`src/rtl/vend_coin_payer.sv`:
```
// Customer-side coin initiator: plays a (10s, 5s) payment plan into a price-20 Mealy vending FSM
// and counts its dispense/chg5 responses. Optional abort input enabled by defining PAYER_ABORT_EN.
module vend_coin_payer #(
  parameter int CNT_W   = 4,
  parameter int GAP_CYC = 1,
  parameter int ORDER   = 0
) (
  input  logic             clk,
  input  logic             rst_n,
  input  logic             start,
  input  logic [CNT_W-1:0] plan_10,
  input  logic [CNT_W-1:0] plan_5,
  input  logic             dispense,
  input  logic             chg5,
  output logic [1:0]       coin,
  output logic             busy,
  output logic             done,
  output logic [CNT_W-1:0] vend_cnt,
  output logic [CNT_W-1:0] chg_cnt
`ifdef PAYER_ABORT_EN
  ,
  input  logic             abort
`endif
);

  localparam int GW = (GAP_CYC > 1) ? $clog2(GAP_CYC) : 1;
  localparam logic [GW-1:0]    GAP_LAST = GW'(GAP_CYC - 1);
  localparam logic [GW-1:0]    GAP_ONE  = GW'(1);
  localparam logic [CNT_W-1:0] CNT_ONE  = CNT_W'(1);
  localparam logic [CNT_W-1:0] CNT_MAX  = '1;
  localparam logic [1:0] C_NONE = 2'b00;
  localparam logic [1:0] C_FIVE = 2'b01;
  localparam logic [1:0] C_TEN  = 2'b10;

  typedef enum logic [1:0] {S_IDLE, S_COIN, S_GAP, S_DONE} state_t;

  state_t           state, state_nx;
  logic [1:0]       coin_nx;
  logic [CNT_W-1:0] rem10, rem10_nx, rem5, rem5_nx;
  logic [CNT_W-1:0] vend_nx, chg_nx;
  logic [GW-1:0]    gap, gap_nx;
  logic             abort_req;

`ifdef PAYER_ABORT_EN
  assign abort_req = abort;
`else
  assign abort_req = 1'b0;
`endif

  // Only called while at least one coin remains, so the fallback denomination is always available.
  function automatic logic [1:0] choose(input logic [CNT_W-1:0] n10, input logic [CNT_W-1:0] n5);
    if (ORDER == 0) return (n10 != '0) ? C_TEN : C_FIVE;
    else            return (n5 != '0) ? C_FIVE : C_TEN;
  endfunction

  always_ff @(posedge clk) begin
    if (!rst_n) begin
      state    <= S_IDLE;
      coin     <= C_NONE;
      rem10    <= '0;
      rem5     <= '0;
      gap      <= '0;
      vend_cnt <= '0;
      chg_cnt  <= '0;
    end else begin
      state    <= state_nx;
      coin     <= coin_nx;
      rem10    <= rem10_nx;
      rem5     <= rem5_nx;
      gap      <= gap_nx;
      vend_cnt <= vend_nx;
      chg_cnt  <= chg_nx;
    end
  end

  // The coin register is loaded with the coin belonging to the next state, giving one coin per COIN cycle.
  always_comb begin
    state_nx = state;
    coin_nx  = C_NONE;
    rem10_nx = rem10;
    rem5_nx  = rem5;
    gap_nx   = gap;
    vend_nx  = vend_cnt;
    chg_nx   = chg_cnt;
    case (state)
      S_IDLE: begin
        if (start) begin
          vend_nx = '0;
          chg_nx  = '0;
          if ((plan_10 != '0) || (plan_5 != '0)) begin
            rem10_nx = plan_10;
            rem5_nx  = plan_5;
            coin_nx  = choose(plan_10, plan_5);
            state_nx = S_COIN;
          end else begin
            state_nx = S_DONE;
          end
        end
      end
      S_COIN: begin
        if (dispense && (vend_cnt != CNT_MAX)) vend_nx = vend_cnt + CNT_ONE;
        if (chg5 && (chg_cnt != CNT_MAX))      chg_nx  = chg_cnt + CNT_ONE;
        if ((coin == C_TEN) && (rem10 != '0))      rem10_nx = rem10 - CNT_ONE;
        else if ((coin == C_FIVE) && (rem5 != '0)) rem5_nx  = rem5 - CNT_ONE;
        gap_nx   = GAP_LAST;
        state_nx = abort_req ? S_DONE : S_GAP;
      end
      S_GAP: begin
        if (abort_req) begin
          state_nx = S_DONE;
        end else if (gap != '0) begin
          gap_nx = gap - GAP_ONE;
        end else if ((rem10 != '0) || (rem5 != '0)) begin
          coin_nx  = choose(rem10, rem5);
          state_nx = S_COIN;
        end else begin
          state_nx = S_DONE;
        end
      end
      S_DONE:  state_nx = S_IDLE;
      default: state_nx = S_IDLE;
    endcase
  end

  assign busy = (state == S_COIN) || (state == S_GAP);
  assign done = (state == S_DONE);

endmodule

```
`config.mk`:
```
export PLATFORM = sky130hd
export DESIGN_NAME = vend_coin_payer
export DESIGN_NICKNAME = d
export VERILOG_FILES = /design/src/rtl/vend_coin_payer.sv
export SDC_FILE = /design/constraint.sdc
export NUM_CORES = 1
export LEC_CHECK = 0
export BUFFER_PORTS_ARGS = -buffer_cell sky130_fd_sc_hd__buf_4
export CORE_MARGIN = 10
export CORE_UTILIZATION = 50
export DETAILED_ROUTE_END_ITERATION = 10
export PLACE_DENSITY_LB_ADDON = 0.25
export REMOVE_ABC_BUFFERS = 1
export SLEW_MARGIN = 20
export SYNTH_ARGS = -nofsm -noshare
export SYNTH_HDL_FRONTEND = slang
export SYNTH_SLANG_ARGS = --single-unit
export TNS_END_PERCENT = 50
```
`constraint.sdc`:
```
create_clock -name clk -period 3.14 [get_ports clk]
set_input_delay 0.785 -clock clk [delete_from_list [all_inputs] [get_ports clk]]
set_output_delay 0.785 -clock clk [all_outputs]
set_load 0.05 [all_outputs]
```
Word-level counts from Yosys, hierarchy flattened
Cells that the tools add are included.
Operators by class
  add/subtract/negate cells: 5
  equality and inequality tests: 15
  mux-type cells: 28
  reduce and logical (&&, ||, !) cells: 19
Operators by type and width (number)
  $mux W4: 10
  $pmux W4 S2: 4
  $mux W2: 10
  $ne A2 B2 Y1 const B: 8
  $reduce_bool A4 Y1: 4
  $add A4 B1 Y4 const B: 2
  $ne A4 B4 Y1 const B: 2
  $pmux W2 S4: 1
  $sub A4 B1 Y4 const B: 2
  $eq A2 B2 Y1 const B: 3
  $reduce_and A3 Y1: 2
  $reduce_and A5 Y1: 1
  $eq A2 B1 Y1 const B: 2
  $logic_and A1 B1 Y1: 4
  $pmux W2 S2: 1
  $reduce_and A4 Y1: 1
  $reduce_bool A2 Y1: 2
  $logic_or A1 B1 Y1: 3
  $logic_not A2 Y1: 1
  $pmux W1 S2: 1
  $reduce_and A2 Y1: 1
  $mux W1: 1
  $sub A1 B1 Y1 const B: 1
Word-level totals
  register bits: 21
  input port bits: 13
  output and inout port bits: 12
  logic and storage cells: 74

Longest topological paths before layout
  depth after elaboration: 5
  depth in mapped cells: 8

Worst setup path before layout
Ideal clock, no wire load.
  kind: register to register
  from: reg chg_cnt[0]
  to: reg chg_cnt[3]
  library setup time: 0.070 ns
  data arrival time: 1.748 ns
  setup slack: 1.322 ns
  stages on the path, launching flop included: 6
  path buffers: 0
  period minus slack after synthesis: 1.818 ns
  cell sequence: dfxtp_1 -> ha_1 -> and3_4 -> o21a_4 -> or4_1 -> a21oi_1
On the way
  word-level cells in the longest chain between the ends: 4
  elaborated cells on any way between the ends: 7
  those cells by class: 1 x add/sub; 2 x eq/ne; 2 x mux; 2 x reduce/logical
RTL lines
  from (decl): RTL line 19  | output logic [CNT_W-1:0] chg_cnt
  from (signal assigned): RTL line 72  | chg_cnt <= chg_nx;
  branches (longest 4 deep; another with $add A4 B1 Y4)
Several ways; the timed one is not identified. The select of a mux whose other input is x is not followed.
A chain may end at the register's enable or synchronous reset.

Final worst setup path
  from: reg state[1]
  to: reg rem10[3]
On the way
  word-level cells in the longest chain between the ends: 3
  elaborated cells on any way between the ends: 8
  those cells by class: 4 x eq/ne; 1 x mux; 3 x reduce/logical
RTL lines
  from (decl): RTL line 37  | state_t state, state_nx;
  from (signal assigned): RTL line 66  | state <= state_nx;
  $eq A2 B1 Y1 or $logic_not A2 Y1 (tied branches): RTL line 85  | case (state)
  $ne A2 B2 Y1 (no source line) or $reduce_bool A2 Y1 (tied branches)
  $reduce_and A4 Y1 (no source line)
  to (signal assigned): RTL line 68  | rem10 <= rem10_nx;
  to (decl): RTL line 39  | logic [CNT_W-1:0] rem10, rem10_nx, rem5, rem5_nx;
Parallel ways exist; a longest one is shown, timed or not.

==> reports/results.txt <==
The detailed router placed 1251 vias in this run. In this run the mean area of a mapped cell was 8.30 um^2. TritonCTS built the clock tree. The DRC violations left is 0, and the count of filler cells inserted in the layout is 245.

The floorplan step defined a die boundary enclosing 0.00507 mm^2. The portion of synthesized area spent on multiplexers is 2.29%. Setup repair after global routing left no endpoint under its margin. IR analysis of the VDD net gives a maximum drop of 707 uV. In this design, the largest share of critical-path delay is due to multiplexers.

Of the total synthesized cell area, the portion taken by XOR and XNOR cells is 0%. In this run, synthesis inferred 0 flip-flops with an integrated enable. The leakage dissipation is 0.623 nW. Detailed placement finished with a half-perimeter wire length of 2.40 mm.

During I/O placement, the number of pins put on the boundary was 25. The tools report the count of distinct cell types in the synthesized netlist as 45. The type of the tightest min-delay check is flip-flop to flip-flop. For the finished layout, the period the worst path requires is 2.46 ns. The clock passes through at most 2 buffers. Summing the sequential cell areas from Yosys gives 30.5% of the chip area. The max-slew violation count came out at 0. The post-detailed-route via-to-cell ratio works out to 5.96.

The tools report the root buffer cell as clkbuf_4. Of the total synthesized cell area, the portion taken by AND, OR, NAND and NOR gates is 25.9%. The tools report the cell count after synthesis as 158.

The largest individual stage delay along the critical path comes from the cell mux2i_1. For this run, asynchronously set or reset flops after synthesis account for 0%. Post-CTS timing repair inserted 0 buffers for setup. Number of CTS-inserted buffers: 3. The number of buffer and inverter instances along the worst setup path was 1; the hold violation total from the final report was 0. The count of inserted antenna diode cells is 0, and the sink count of the clock tree is 20.

The fraction of post-synthesis cell area in the top cell type by area was 30.5%; the total negative setup slack was 0 ns. The share of synthesized cell area in full adder, half adder and majority cells is 9.54%. Yosys attributes the largest share of cell area to dfxtp_1, ha_1, a21oi_1, nand2_1, o21ai_0.

The final critical path takes up 78.2% of the cycle. For the total track usage, the log shows 12.0%. The run gives 3.14 mm as the routed wire length.

Across the routed clock network, the largest skew measured is 0.00454 ns. Walking the worst path, the cells encountered are inv_1, ha_1, mux2i_1, a31o_2, nor2_1, o221a_1. The synthesized design spends more area on one cell type than any other, namely dfxtp_1. The width of the chip was 71.2 um; the number of warnings reported in the yosys synthesis log was 0. Clock latency on the worst-skew pair, taken at its later pin, is 0.31 ns. The number of max-cap violations is 0, and the power per cell area is 935 mW/mm^2. The pin count of the biggest net entering global routing is 20. From synthesis to final layout, the design area changed by 17.1%.

On the final layout, the worst hold slack is 0.501 ns. The congestion estimate from routability-driven global placement came to 0.829. At the pin with the least slew margin, the transition time is 0.902 ns. Data arrives at the worst endpoint at 2.67 ns. After synthesis, the largest family of logic cells by area is simple AND/OR/NAND/NOR gates. Measured along the y axis, the die boundary spans 71.2 um. The synthesized netlist occupies a cell area of 0.00131 mm^2. The total overflow left after global routing is 0. By startpoint and endpoint, the worst setup path is classified as flip-flop to flip-flop. Once detail routing completed, the nets flagged for antenna violations numbered 0. The compound-cell area share of the yosys netlist works out to 25.2%. The largest driver fanout on the critical path is 13, and the worst path required time is 3.35 ns. The final setup violation count is 0, and the proportion of layout cells with a drive suffix above 1 is 21.1%.

After clock tree synthesis, the clock-pin slew on the worst setup and hold paths is 0.11 ns. The register bit total from synthesis came out at 20. In this run the cell area measured after placement is 0.00150 mm^2. The tools report the highest achievable clock rate as 407 MHz. For the level count of the clock H-tree, the log shows 1.

The tools report the initial antenna violation count as 0. The via count of the first global-routing pass is 1221, and the average detailed-routed wire length per instance is 14.9 um. Summing all non-filler instances in the final layout gives an area of 0.00154 mm^2. Headroom to the max-slew limit came out at 38.1%.

The element type at the critical path end was a flip-flop. The core region is 0.00250 mm^2. For the initial cell density of the core, the log shows 52.5%. The first global-routing pass estimated 5.30 mm of wire. In the final layout, flip-flops and latches occupy 400 um^2. Number of optimization iterations in the first detailed-route pass: 4.

In the synthesized netlist the dominant register cell turns out to be dfxtp_1. For this run, the post-layout net count is 204. Multi-input combinational cell area: 825 um^2.

STA classifies the critical path startpoint as a flip-flop. In this run the tool buffered the top-level ports with 24 buffer cells. The delay of the slowest critical-path stage was 0.80 ns.

The row count was 18; the hold-fix buffer count after cts was 0. In this run, post-CTS repair resized a total of 0 instances. The tools report the count of routing violations after the opening detailed-route iteration as 113. The run finished with clean final reports.
where the power goes:
group	internal (mW)	total (mW)	switching, mW
clock network	0.0709	0.152	0.0809
logic	0.311	0.876	0.566
registers	0.331	0.407	0.0766
total	0.712	1.44	0.723
state kept, by name, summed over array words and instances, names as in the netlist:
name	cells
rem10	4
coin	2
state	2
vend_cnt	4
rem5	4
chg_cnt	4
cells in the mapped netlist, drive strengths merged (2+ instances only):
cell,n
dfxtp,20
nand2,13
and4,3
or3b,2
o211ai,3
nor2,9
nor3,4
o21a,2
mux2i,3
o311ai,2
nand3,4
or4,2
and3,3
o31ai,3
buf,5
a21oi,16
o21ai,12
nor2b,3
o32ai,3
nand4,4
or3,2
nor4,3
clkbuf,2
ha,10
clkinv,2
inv,11
worst min-delay path, stage by stage (launching register included):
cell and delay [ns]:
dfxtp_1 0.35, nand2_1 0.06, mux2i_1 0.06
per-stage QoR:
stage	std cells	setup WS (ns)	total power, mW	utilization, %
2_1_floorplan	151	1.10	1.05	-
6_report	210	0.685	1.44	61.4
3_5_place_dp	206	0.664	1.29	60.0
3_3_place_gp	206	0.716	1.26	60.0
4_1_cts	210	0.706	1.44	61.4
5_1_grt	210	0.483	1.56	61.4
metal layers:
metal	track usage, %	share of wire, %	up-vias
met5	0	0	-
met4	3.87	1.3	0
met3	3.03	5.3	4
met2	20.2	49	26
met1	14.5	45	589
li1	-	-	632
placed cells by master (no fill, tap or decap), types with 3 or more instances in the layout:
cell type  netlist  routed
clkbuf_4         0       3
and4_1           3       3
a21oi_1         16      16
nand3_1          4       4
buf_4            2      25
o32ai_1          3       3
dfxtp_1         20      20
o211ai_1         3       3
nor3_1           4       4
o31ai_1          3       3
nand2_1         13      13
o21ai_0          8       8
nor2_1           8       8
o21ai_1          4       4
inv_1           10      10
nor2b_1          3       3
nand4_1          4       4
mux2i_1          3       3
ha_1            10      10
cells by family after synthesis:
group,Yosys count
and+or+nand+nor,56
AOI/OAI and AO/OA,49
buffers and inverters,20
DFF,20
adders and majority gates,10
muxes,3
area by class of cell:
cell class	count	share of cell area, %
multi-input combinational	118	53.7
sequential	20	26.1
timing repair buffer	25	12.2
inverter	13	3.18
tap	30	2.44
clock buffer	4	2.36
final timing paths:
| check | slack [ns] | cells past startpoint | to | start |
|---|---|---|---|---|
| max | 0.68 | 6 | rem10[3]$_SDFFE_PN0P_ | state[1]$_SDFFE_PN0P_ |
| min | 0.50 | 2 | rem10[1]$_SDFFE_PN0P_ | rem10[1]$_SDFFE_PN0P_ |
| max reg2reg | 0.68 | 6 | rem10[3]$_SDFFE_PN0P_ | state[1]$_SDFFE_PN0P_ |
| min reg2reg | 0.50 | 2 | rem10[1]$_SDFFE_PN0P_ | rem10[1]$_SDFFE_PN0P_ |
Power figures use the tool's default switching activity.
